File: src/rtl/bsg_cache_to_axi_rx_id_routed.sv
// Multi-cache AXI4 read engine: cache tag issued as ARID, R beats routed per beat by RID, serialized into cache words.
// Latency: AR is combinational from v_i; R handshake to dma_data_v_o is 1 cycle; one word per cycle per held beat.
// Backpressure: per-cache AR credits gate arvalid; a stalled cache holds the beat register and deasserts rready for all.
module bsg_cache_to_axi_rx_id_routed #(
    parameter int num_cache_p           = 4,
    parameter int data_width_p          = 32,
    parameter int block_size_in_words_p = 8,
    parameter int max_outstanding_p     = 2,
    parameter int axi_id_width_p        = 4,
    parameter int axi_addr_width_p      = 32,
    parameter int axi_data_width_p      = 64,
    parameter int axi_burst_len_p       = 4,
    parameter int lg_num_cache_lp       = (num_cache_p > 1) ? $clog2(num_cache_p) : 1
) (
    input  logic                                  clk_i,
    input  logic                                  reset_i,

    input  logic                                  v_i,
    output logic                                  yumi_o,
    input  logic [lg_num_cache_lp-1:0]            tag_i,
    input  logic [axi_addr_width_p-1:0]           axi_addr_i,

    output logic [num_cache_p*data_width_p-1:0]   dma_data_o,
    output logic [num_cache_p-1:0]                dma_data_v_o,
    input  logic [num_cache_p-1:0]                dma_data_ready_i,

    output logic [axi_id_width_p-1:0]             axi_arid_o,
    output logic [axi_addr_width_p-1:0]           axi_araddr_o,
    output logic [7:0]                            axi_arlen_o,
    output logic [2:0]                            axi_arsize_o,
    output logic [1:0]                            axi_arburst_o,
    output logic [3:0]                            axi_arcache_o,
    output logic [2:0]                            axi_arprot_o,
    output logic                                  axi_arlock_o,
    output logic                                  axi_arvalid_o,
    input  logic                                  axi_arready_i,

    input  logic [axi_id_width_p-1:0]             axi_rid_i,
    input  logic [axi_data_width_p-1:0]           axi_rdata_i,
    input  logic [1:0]                            axi_rresp_i,
    input  logic                                  axi_rlast_i,
    input  logic                                  axi_rvalid_i,
    output logic                                  axi_rready_o,

    output logic [num_cache_p-1:0]                err_o,
    output logic                                  bad_id_o
);

    localparam int ratio_lp     = axi_data_width_p / data_width_p;
    localparam int lg_ratio_lp  = (ratio_lp > 1) ? $clog2(ratio_lp) : 1;
    localparam int lg_block_lp  = (block_size_in_words_p > 1) ? $clog2(block_size_in_words_p) : 1;
    localparam int cnt_w_lp     = $clog2(max_outstanding_p + 1);
    localparam int ratio_m1_int_lp = ratio_lp - 1;
    localparam int block_m1_int_lp = block_size_in_words_p - 1;
    localparam int arlen_int_lp    = axi_burst_len_p - 1;
    localparam int arsize_int_lp   = $clog2(axi_data_width_p / 8);

    localparam logic [lg_ratio_lp-1:0]    ratio_m1_lp = ratio_m1_int_lp[lg_ratio_lp-1:0];
    localparam logic [lg_block_lp-1:0]    block_m1_lp = block_m1_int_lp[lg_block_lp-1:0];
    localparam logic [cnt_w_lp-1:0]       max_cnt_lp  = max_outstanding_p[cnt_w_lp-1:0];
    localparam logic [axi_id_width_p:0]   num_id_lp   = num_cache_p[axi_id_width_p:0];

    // per-cache state
    logic [cnt_w_lp-1:0]    out_cnt [num_cache_p];
    logic [lg_block_lp-1:0] wcnt    [num_cache_p];

    // held beat
    logic                          held;
    logic [axi_id_width_p-1:0]     h_rid;
    logic [axi_data_width_p-1:0]   h_data;
    logic [1:0]                    h_resp;
    logic                          h_last;
    logic [lg_ratio_lp-1:0]        widx;

    logic [lg_num_cache_lp-1:0]    rid_idx;
    logic                          h_bad;
    logic                          good;
    logic                          word_yumi;
    logic                          beat_last_word;
    logic                          block_done;
    logic                          beat_done;
    logic                          r_hs;
    logic [data_width_p-1:0]       word;

    // AR channel: credit-gated request, fixed burst shape
    always_comb begin
        axi_arvalid_o = v_i & (out_cnt[tag_i] < max_cnt_lp);
        yumi_o        = axi_arvalid_o & axi_arready_i;
        axi_arid_o    = '0;
        axi_arid_o[lg_num_cache_lp-1:0] = tag_i;
        axi_araddr_o  = axi_addr_i;
        axi_arlen_o   = arlen_int_lp[7:0];
        axi_arsize_o  = arsize_int_lp[2:0];
        axi_arburst_o = 2'b01;
        axi_arcache_o = 4'b0000;
        axi_arprot_o  = 3'b000;
        axi_arlock_o  = 1'b0;
    end

    // serializer view of the held beat; bad-ID beats drain immediately without delivery
    always_comb begin
        rid_idx        = h_rid[lg_num_cache_lp-1:0];
        h_bad          = ({1'b0, h_rid} >= num_id_lp);
        good           = held & ~h_bad;
        word           = h_data[widx*data_width_p +: data_width_p];
        word_yumi      = good & dma_data_ready_i[rid_idx];
        beat_last_word = (widx == ratio_m1_lp);
        block_done     = word_yumi & (wcnt[rid_idx] == block_m1_lp);
        beat_done      = (held & h_bad) | (word_yumi & beat_last_word);
        axi_rready_o   = ~held | beat_done;
        r_hs           = axi_rvalid_i & axi_rready_o;
        dma_data_o     = {num_cache_p{word}};
        dma_data_v_o   = '0;
        if (good) dma_data_v_o[rid_idx] = 1'b1;
    end

    // beat register and word index; a new beat may load in the cycle the old one finishes
    always_ff @(posedge clk_i) begin
        if (reset_i) begin
            held     <= 1'b0;
            h_rid    <= '0;
            h_data   <= '0;
            h_resp   <= '0;
            h_last   <= 1'b0;
            widx     <= '0;
            bad_id_o <= 1'b0;
        end else begin
            if (beat_done) held <= 1'b0;
            if (word_yumi) widx <= beat_last_word ? '0 : widx + 1'b1;
            if (r_hs) begin
                held   <= 1'b1;
                h_rid  <= axi_rid_i;
                h_data <= axi_rdata_i;
                h_resp <= axi_rresp_i;
                h_last <= axi_rlast_i;
                widx   <= '0;
                if ({1'b0, axi_rid_i} >= num_id_lp) bad_id_o <= 1'b1;
            end
        end
    end

    // per-cache credits, block word counts and sticky error flags
    always_ff @(posedge clk_i) begin
        if (reset_i) begin
            for (int c = 0; c < num_cache_p; c++) begin
                out_cnt[c] <= '0;
                wcnt[c]    <= '0;
            end
            err_o <= '0;
        end else begin
            for (int c = 0; c < num_cache_p; c++) begin
                logic inc, dec;
                inc = yumi_o & (tag_i == c[lg_num_cache_lp-1:0]);
                dec = block_done & (rid_idx == c[lg_num_cache_lp-1:0]);
                if (inc & ~dec) out_cnt[c] <= out_cnt[c] + 1'b1;
                else if (dec & ~inc) out_cnt[c] <= out_cnt[c] - 1'b1;
                if (word_yumi && (rid_idx == c[lg_num_cache_lp-1:0])) begin
                    wcnt[c] <= (wcnt[c] == block_m1_lp) ? '0 : wcnt[c] + 1'b1;
                    if (beat_last_word &&
                        ((h_resp != 2'b00) || (h_last != (wcnt[c] == block_m1_lp))))
                        err_o[c] <= 1'b1;
                end
            end
        end
    end

endmodule

File: config.mk
export PLATFORM = sky130hd
export DESIGN_NAME = bsg_cache_to_axi_rx_id_routed
export DESIGN_NICKNAME = d
export VERILOG_FILES = /design/src/rtl/bsg_cache_to_axi_rx_id_routed.sv
export SDC_FILE = /design/constraint.sdc
export NUM_CORES = 1
export LEC_CHECK = 0
export ABC_AREA = 1
export CAP_MARGIN = 15
export CORE_MARGIN = 1
export CORE_UTILIZATION = 44
export CTS_CLUSTER_SIZE = 24
export DETAILED_ROUTE_END_ITERATION = 10
export HOLD_SLACK_MARGIN = 0.15
export PLACE_DENSITY = 0.87
export SLEW_MARGIN = 20
export SYNTH_ARGS = -nofsm -noshare
export SYNTH_HDL_FRONTEND = slang
export SYNTH_SLANG_ARGS = --single-unit
File: constraint.sdc
create_clock -name clk_i -period 3.1 [get_ports clk_i]
set_clock_uncertainty 0.05 [all_clocks]
set_input_delay 0.465 -clock clk_i [delete_from_list [all_inputs] [get_ports clk_i]]
set_output_delay 0.465 -clock clk_i [all_outputs]
set_load 0.02 [all_outputs]
==> results of run 1 <==
layer usage:
layer  part of all wire  vias to the layer above
met2               0.49                      199
met1               0.42                     2412
li1                   -                     2688
met4              0.022                        0
met5                  0                        -
met3              0.064                       22
cell families (layout without fill, tap and decap cells):
| group | count (synthesis) | in the layout | share of synthesized area |
|---|---|---|---|
| compound gates | 16 | 16 | 0.0156 |
| buf+inv | 240 | 296 | 0.242 |
| xor+xnor | 4 | 4 | 0.00567 |
| other cells | 2 | 23 | 0.00122 |
| flops | 100 | 100 | 0.357 |
| mux | 1 | 1 | 0.00162 |
| fa+ha+maj | 8 | 8 | 0.0162 |
| simple gates | 505 | 505 | 0.361 |
worst reg2reg max path: cells and delay by family, from the launching register on:
kind          cells  cell delay, ns
buf+inv           1            0.60
simple gates     10            1.23
flops             1            0.38
report_power, final:
part | internal, mW | switching [mW] | total (mW)
Combinational | 0.516 | 0.622 | 1.14
Clock | 0.894 | 0.499 | 1.39
Sequential | 1.43 | 0.0557 | 1.48
how the worst max path moves through the flow:
| stage | startpoint | end | slack [ns] | cells after the start |
|---|---|---|---|---|
| 2_1_floorplan | beat_last_word$_SDFFE_PP0N_ | dma_data_o[109] | 1.20 | 5 |
| 3_3_place_gp | tag_i[1] | yumi_o | 0.37 | 8 |
| 3_5_place_dp | tag_i[1] | yumi_o | 0.28 | 8 |
| 4_1_cts | tag_i[1] | yumi_o | 0.29 | 8 |
| 5_1_grt | tag_i[0] | yumi_o | 0.11 | 8 |
| 6_report | tag_i[1] | yumi_o | 0.25 | 8 |
layout by cell type (no fill, tap or decap), drive strengths merged, types with 11 or more instances in the layout:
cell           instances
clkdlybuf4s50        222
nand2                221
edfxtp                20
conb                  23
dfxtp                 80
buf                   11
inv                   48
nor2                 175
nand3                 29
nand3b                69
through the flow:
stage / cells / setup slack [ns] / total power [mW] / area, um2 / hold slack, ns
after floorplan: 897 / 1.20 / 2.37 / 6250 / 0.398
after global placement: 1113 / 0.368 / 2.63 / 7490 / 0.401
after detailed placement: 1113 / 0.283 / 2.65 / 7490 / 0.413
after CTS: 1129 / 0.289 / 4.05 / 7860 / 0.423
after global routing: 1129 / 0.106 / 4.20 / 7860 / 0.449
final: 1129 / 0.251 / 4.01 / 7860 / 0.418
registers in the layout, summed over array words and instances, names as in the netlist, named ones only:
register	cells
h_data	64
wcnt	12
out_cnt	8
err_o	4
h_rid	4
h_resp	2
bad_id_o	1
beat_last_word	1
h_last	1
held	1
cell usage after synthesis:
cell type,number
nor2_4,1
nor2_2,1
dfxtp_1,80
o21ai_0,5
nand2_2,2
nand2_1,219
mux2i_1,1
nand4_1,8
nor3_1,2
buf_1,15
clkbuf_1,11
nor2_1,173
a31oi_1,4
or2_2,1
nand3_1,29
a21oi_4,1
buf_2,14
nand3b_1,69
a21oi_1,6
buf_4,153
conb_1,2
ha_1,8
xnor2_1,1
xor2_1,3
edfxtp_1,20
inv_1,47
layout make-up:
type / instances / share of cell area
clock inverter: 6 / 0.0170
tap: 176 / 0.0280
multi-input combinational: 557 / 0.326
timing repair buffer: 233 / 0.296
clock buffer: 10 / 0.0304
inverter: 47 / 0.0224
sequential: 100 / 0.280
==> impl_metrics.py, run 1 <==
metrics = {
    "timing": {
        "rsz0062_at_grt": "false",
        "slew_violations": 0,
        "period_share": 0.919,
        "worstMarginPinSlew_ns": 0.789,
        "maxSlewHeadroom": 0.474,
        "finalSetupTns_ns": 0,
        "period_minus_slack_ns": 2.85,
        "finalHoldViolations": 0,
        "setup_violations": 0,
        "fmax_mhz": 351,
    },
    "cells_and_area": {
        "fillerInstances": 1239,
        "area_growth_pct": 27.3,
        "layout-drive-gt1-share": 0.0367,
        "final_nets": 1070,
        "n_antenna_cell": 0,
        "multi_input_area_um2": 2560,
        "seq_area_um2": 2200,
        "final_util": 0.584,
    },
    "setup_path": {
        "rrSetupSlack_ns": 0.73,
        "cp_num_buf_inv": 4,
        "crit_fanout": 6,
        "cp_slowest_cell": "clkdlybuf4s50_1",
        "required_ns": 2.58,
        "crit_chain": "clkdlybuf4s50_1, inv_1, nand2_1, nor2_1, nor2_1, nand3_1, inv_1, clkdlybuf4s50_1",
        "path_class": "in -> out",
        "slowest_delay_ns": 0.60,
        "cp-end-kind": "primary output",
        "crit_family": "buffers and inverters",
        "r2r_cells": 11,
        "worstReg2RegStart": "h_rid[0]$_SDFFE_PP0P_",
        "cp.arrival_ns": 2.33,
        "cp-start-kind": "input port",
        "r2r_end": "h_rid[3]$_SDFFE_PP0P_",
    },
    "detailed_routing": {
        "route.vias.total": 5321,
        "drc_errors": 0,
        "routed_via_density": 4.71,
        "wl_per_cell_um": 13.1,
        "drtIter0Drc": 257,
        "firstDrtPassIters": 4,
        "ant_nets": 0,
        "wl_um": 14700,
    },
    "worst_hold_path": {
        "min_from": "bad_id_o$_SDFFE_PP0P_",
        "worstHoldPathCells": 2,
        "hold_path.class": "reg -> reg",
        "worstHoldEndpoint": "bad_id_o$_SDFFE_PP0P_",
    },
    "global_route": {
        "grt_pass1_wl_um": 22900,
        "grt_max_degree": 73,
        "grt_pass1_vias": 4650,
        "grt_use_met2": 0.355,
        "use_met1": 0.234,
        "grt_remaining_overflow": 0,
        "gr-usage-all-layers": 0.201,
        "antenna_found_initial": 0,
        "use_met3": 0.0410,
        "busiest_layer": "met2",
    },
    "job": {
        "cap_violations": 0,
    },
    "clock_network": {
        "path_clk_slew_ns": 0.06,
        "clock_sinks": 100,
        "cts-resized-gates": 0,
        "cts_hold_buf": 0,
        "cts_tree": "yes",
        "clk_latency_ns": 0.35,
        "post-cts-setup-buffers": 0,
        "cts_buffers": 9,
        "ctsLongestPathBuffers": 2,
        "cts-root-buf": "clkbuf_16",
        "htreeDepth": 3,
    },
    "die": {
        "ios": 311,
        "die_h_um": 120,
        "coreArea_um2": 13500,
        "initial_core_util": 0.459,
        "die_x_um": 120,
        "placementRows": 42,
        "die_area_um2": 14500,
    },
    "synthesis": {
        "synth_cells": 876,
        "synthTopCellsByArea": "dfxtp_1 (26%), buf_4 (19%), nand2_1 (13%), nor2_1 (11%), edfxtp_1 (9.7%)",
        "ys_seq_area_frac": 0.357,
        "synth.avg_cell_area_um2": 7.05,
        "yosys.cell_types.count": 26,
        "yosysWarnings": 0,
        "ys_ff_latch": 100,
        "netlist.area_leader.share": 0.259,
        "syn_area_um2": 6170,
        "synth_top_area_cell": "dfxtp_1",
    },
    "placed_design": {
        "gp_congestion": 0.884,
        "io_buffers": 223,
        "hpwl_um": 10300,
    },
    "power_and_ir_drop": {
        "irDropWorstVdd_v": 0.000273,
        "cellPowerDensity_nw_per_um2": 511,
        "p_leak_nw": 3.53,
    },
    "status": {
        "status": "complete, no violations",
    },
}
No activity file was read; power rests on OpenSTA's default activity.
==> run 2: changes to the inputs <==
--- a/config.mk
+++ b/config.mk
@@ -13,6 +13,8 @@
 export DETAILED_ROUTE_END_ITERATION = 10
 export HOLD_SLACK_MARGIN = 0.15
 export PLACE_DENSITY = 0.87
+export SETUP_SLACK_MARGIN = 0.3
+export SKIP_LAST_GASP = 1
 export SLEW_MARGIN = 20
 export SYNTH_ARGS = -nofsm -noshare
 export SYNTH_HDL_FRONTEND = slang
==> impl_metrics.py, run 2 (same netlist as run 1, synthesis figures left out) <==
metrics = {
    "power_and_ir_drop": {
        "irDropWorstVdd_v": 0.000273,
        "power.total_mw": 4.01,
        "p_leak_nw": 3.53,
        "cellPowerDensity_nw_per_um2": 511,
    },
    "die": {
        "placementRows": 42,
        "coreArea_um2": 13500,
        "die_h_um": 120,
        "die_area_um2": 14500,
        "die_x_um": 120,
        "ios": 311,
        "initial_core_util": 0.459,
    },
    "detailed_routing": {
        "routed_via_density": 4.71,
        "ant_nets": 0,
        "firstDrtPassIters": 4,
        "route.vias.total": 5318,
        "drtIter0Drc": 251,
        "drc_errors": 0,
        "wl_um": 14700,
        "wl_per_cell_um": 13.1,
    },
    "placed_design": {
        "gp_congestion": 0.884,
        "hpwl_um": 10300,
        "io_buffers": 223,
        "place_ws_ns": 0.283,
        "dpl.cell_count": 1113,
    },
    "cells_and_area": {
        "area_growth_pct": 27.3,
        "mostFrequentLayoutCells": "clkdlybuf4s50_1 (221), nand2_1 (219), nor2_1 (173)",
        "final_cell_count_no_fill": 1129,
        "largest_reg_flops": 64,
        "reg_top3": "h_data x64, wcnt x12, out_cnt x8",
        "layout-drive-gt1-share": 0.0367,
        "final_nets": 1070,
        "n_antenna_cell": 0,
        "final_util": 0.584,
        "regMostFlops": "h_data",
        "final_common_cell": "clkdlybuf4s50_1",
    },
    "timing": {
        "worstMarginPinSlew_ns": 0.789,
        "period_share": 0.864,
        "fmax_mhz": 373,
        "finalSetupTns_ns": 0,
        "period_minus_slack_ns": 2.68,
        "slew_violations": 0,
        "rsz0062_at_grt": "false",
        "maxSlewHeadroom": 0.474,
        "timing.final.ws_setup_ns": 0.421,
        "finalHoldViolations": 0,
        "setup_violations": 0,
    },
    "clock_network": {
        "cts-root-buf": "clkbuf_16",
        "htreeDepth": 3,
        "clock_sinks": 100,
        "ctsLongestPathBuffers": 2,
        "cts_tree": "yes",
        "cts_buffers": 9,
        "clk_latency_ns": 0.35,
        "path_clk_slew_ns": 0.06,
        "post-cts-setup-buffers": 0,
    },
    "worst_hold_path": {
        "hold_path.class": "reg -> reg",
    },
    "global_route": {
        "grt_max_degree": 73,
        "gr-usage-all-layers": 0.201,
        "grt_pass1_wl_um": 22900,
        "grt_pass1_vias": 4650,
        "antenna_found_initial": 0,
        "grt_remaining_overflow": 0,
    },
    "setup_path": {
        "crit_fanout": 8,
        "path_class": "in -> out",
        "required_ns": 2.58,
        "cp-end-kind": "primary output",
        "cp-start-kind": "input port",
        "cp.arrival_ns": 2.16,
    },
    "status": {
        "status": "complete, no violations",
    },
    "job": {
        "cap_violations": 0,
    },
}
## run 2: report_power, final
part | leakage (nW) | switching (mW) | internal, mW | total, mW
logic | 2.48 | 0.622 | 0.515 | 1.14
registers | 0.870 | 0.0557 | 1.43 | 1.48
clock network | 0.183 | 0.499 | 0.894 | 1.39
total | 3.53 | 1.18 | 2.84 | 4.01
## run 2: critical path, stage by stage
cell and delay, ns:
clkdlybuf4s50_1 0.46, nand3_1 0.08, nand2_1 0.13, nor2_4 0.07
nor2_2 0.13, nand2_2 0.10, nand2_2 0.10, clkdlybuf4s50_1 0.62
## run 2: stage by stage
step                area, um2  hold WS, ns
finish                   7860        0.418
global route             7860        0.449
CTS                      7860        0.423
detailed placement       7490        0.413
global placement         7490        0.401
floorplan                6250        0.398
## run 2: worst paths after layout
path              depth (start not counted)             startpoint  slack, ns                     to
hold reg to reg                           2  bad_id_o$_SDFFE_PP0P_       0.42  bad_id_o$_SDFFE_PP0P_
setup / recovery                          8    dma_data_ready_i[3]       0.42           axi_rready_o
setup reg to reg                         11  h_rid[0]$_SDFFE_PP0P_       0.73  h_rid[3]$_SDFFE_PP0P_
hold / removal                            2  bad_id_o$_SDFFE_PP0P_       0.42  bad_id_o$_SDFFE_PP0P_
## run 2: cell type report
| class | instances | area [um2] |
|---|---|---|
| Timing Repair Buffer | 233 | 2330 |
| Tap cell | 176 | 220 |
| Sequential cell | 100 | 2200 |
| Inverter | 47 | 176 |
| Fill cell | 1239 | 5600 |
| Clock inverter | 6 | 134 |
| Clock buffer | 10 | 239 |
| Multi-Input combinational cell | 557 | 2560 |
## run 2: what timing repair did
item,4_1_cts,5_1_grt
setup endpoints to repair,1,0
gates resized for setup,1,0
hold buffers,0,0
## run 2: metal layers
layer / vias up / GRT usage / wire [um] / part of all wire
met3: 22 / 0.0410 / 949 / 0.064
met2: 202 / 0.355 / 7230 / 0.49
li1: 2688 / - / - / -
met4: 0 / 0.0887 / 327 / 0.022
met5: - / 0 / 0 / 0
met1: 2406 / 0.234 / 6230 / 0.42
==> run 3: changes to the inputs <==
--- a/config.mk
+++ b/config.mk
@@ -6,9 +6,10 @@
 export NUM_CORES = 1
 export LEC_CHECK = 0
 export ABC_AREA = 1
-export CAP_MARGIN = 15
+export CAP_MARGIN = 10
 export CORE_MARGIN = 1
 export CORE_UTILIZATION = 44
+export CTS_CLUSTER_DIAMETER = 150
 export CTS_CLUSTER_SIZE = 24
 export DETAILED_ROUTE_END_ITERATION = 10
 export HOLD_SLACK_MARGIN = 0.15
==> results of run 3 <==
The final DEF is identical to that of run 2; final timing and power are the same.
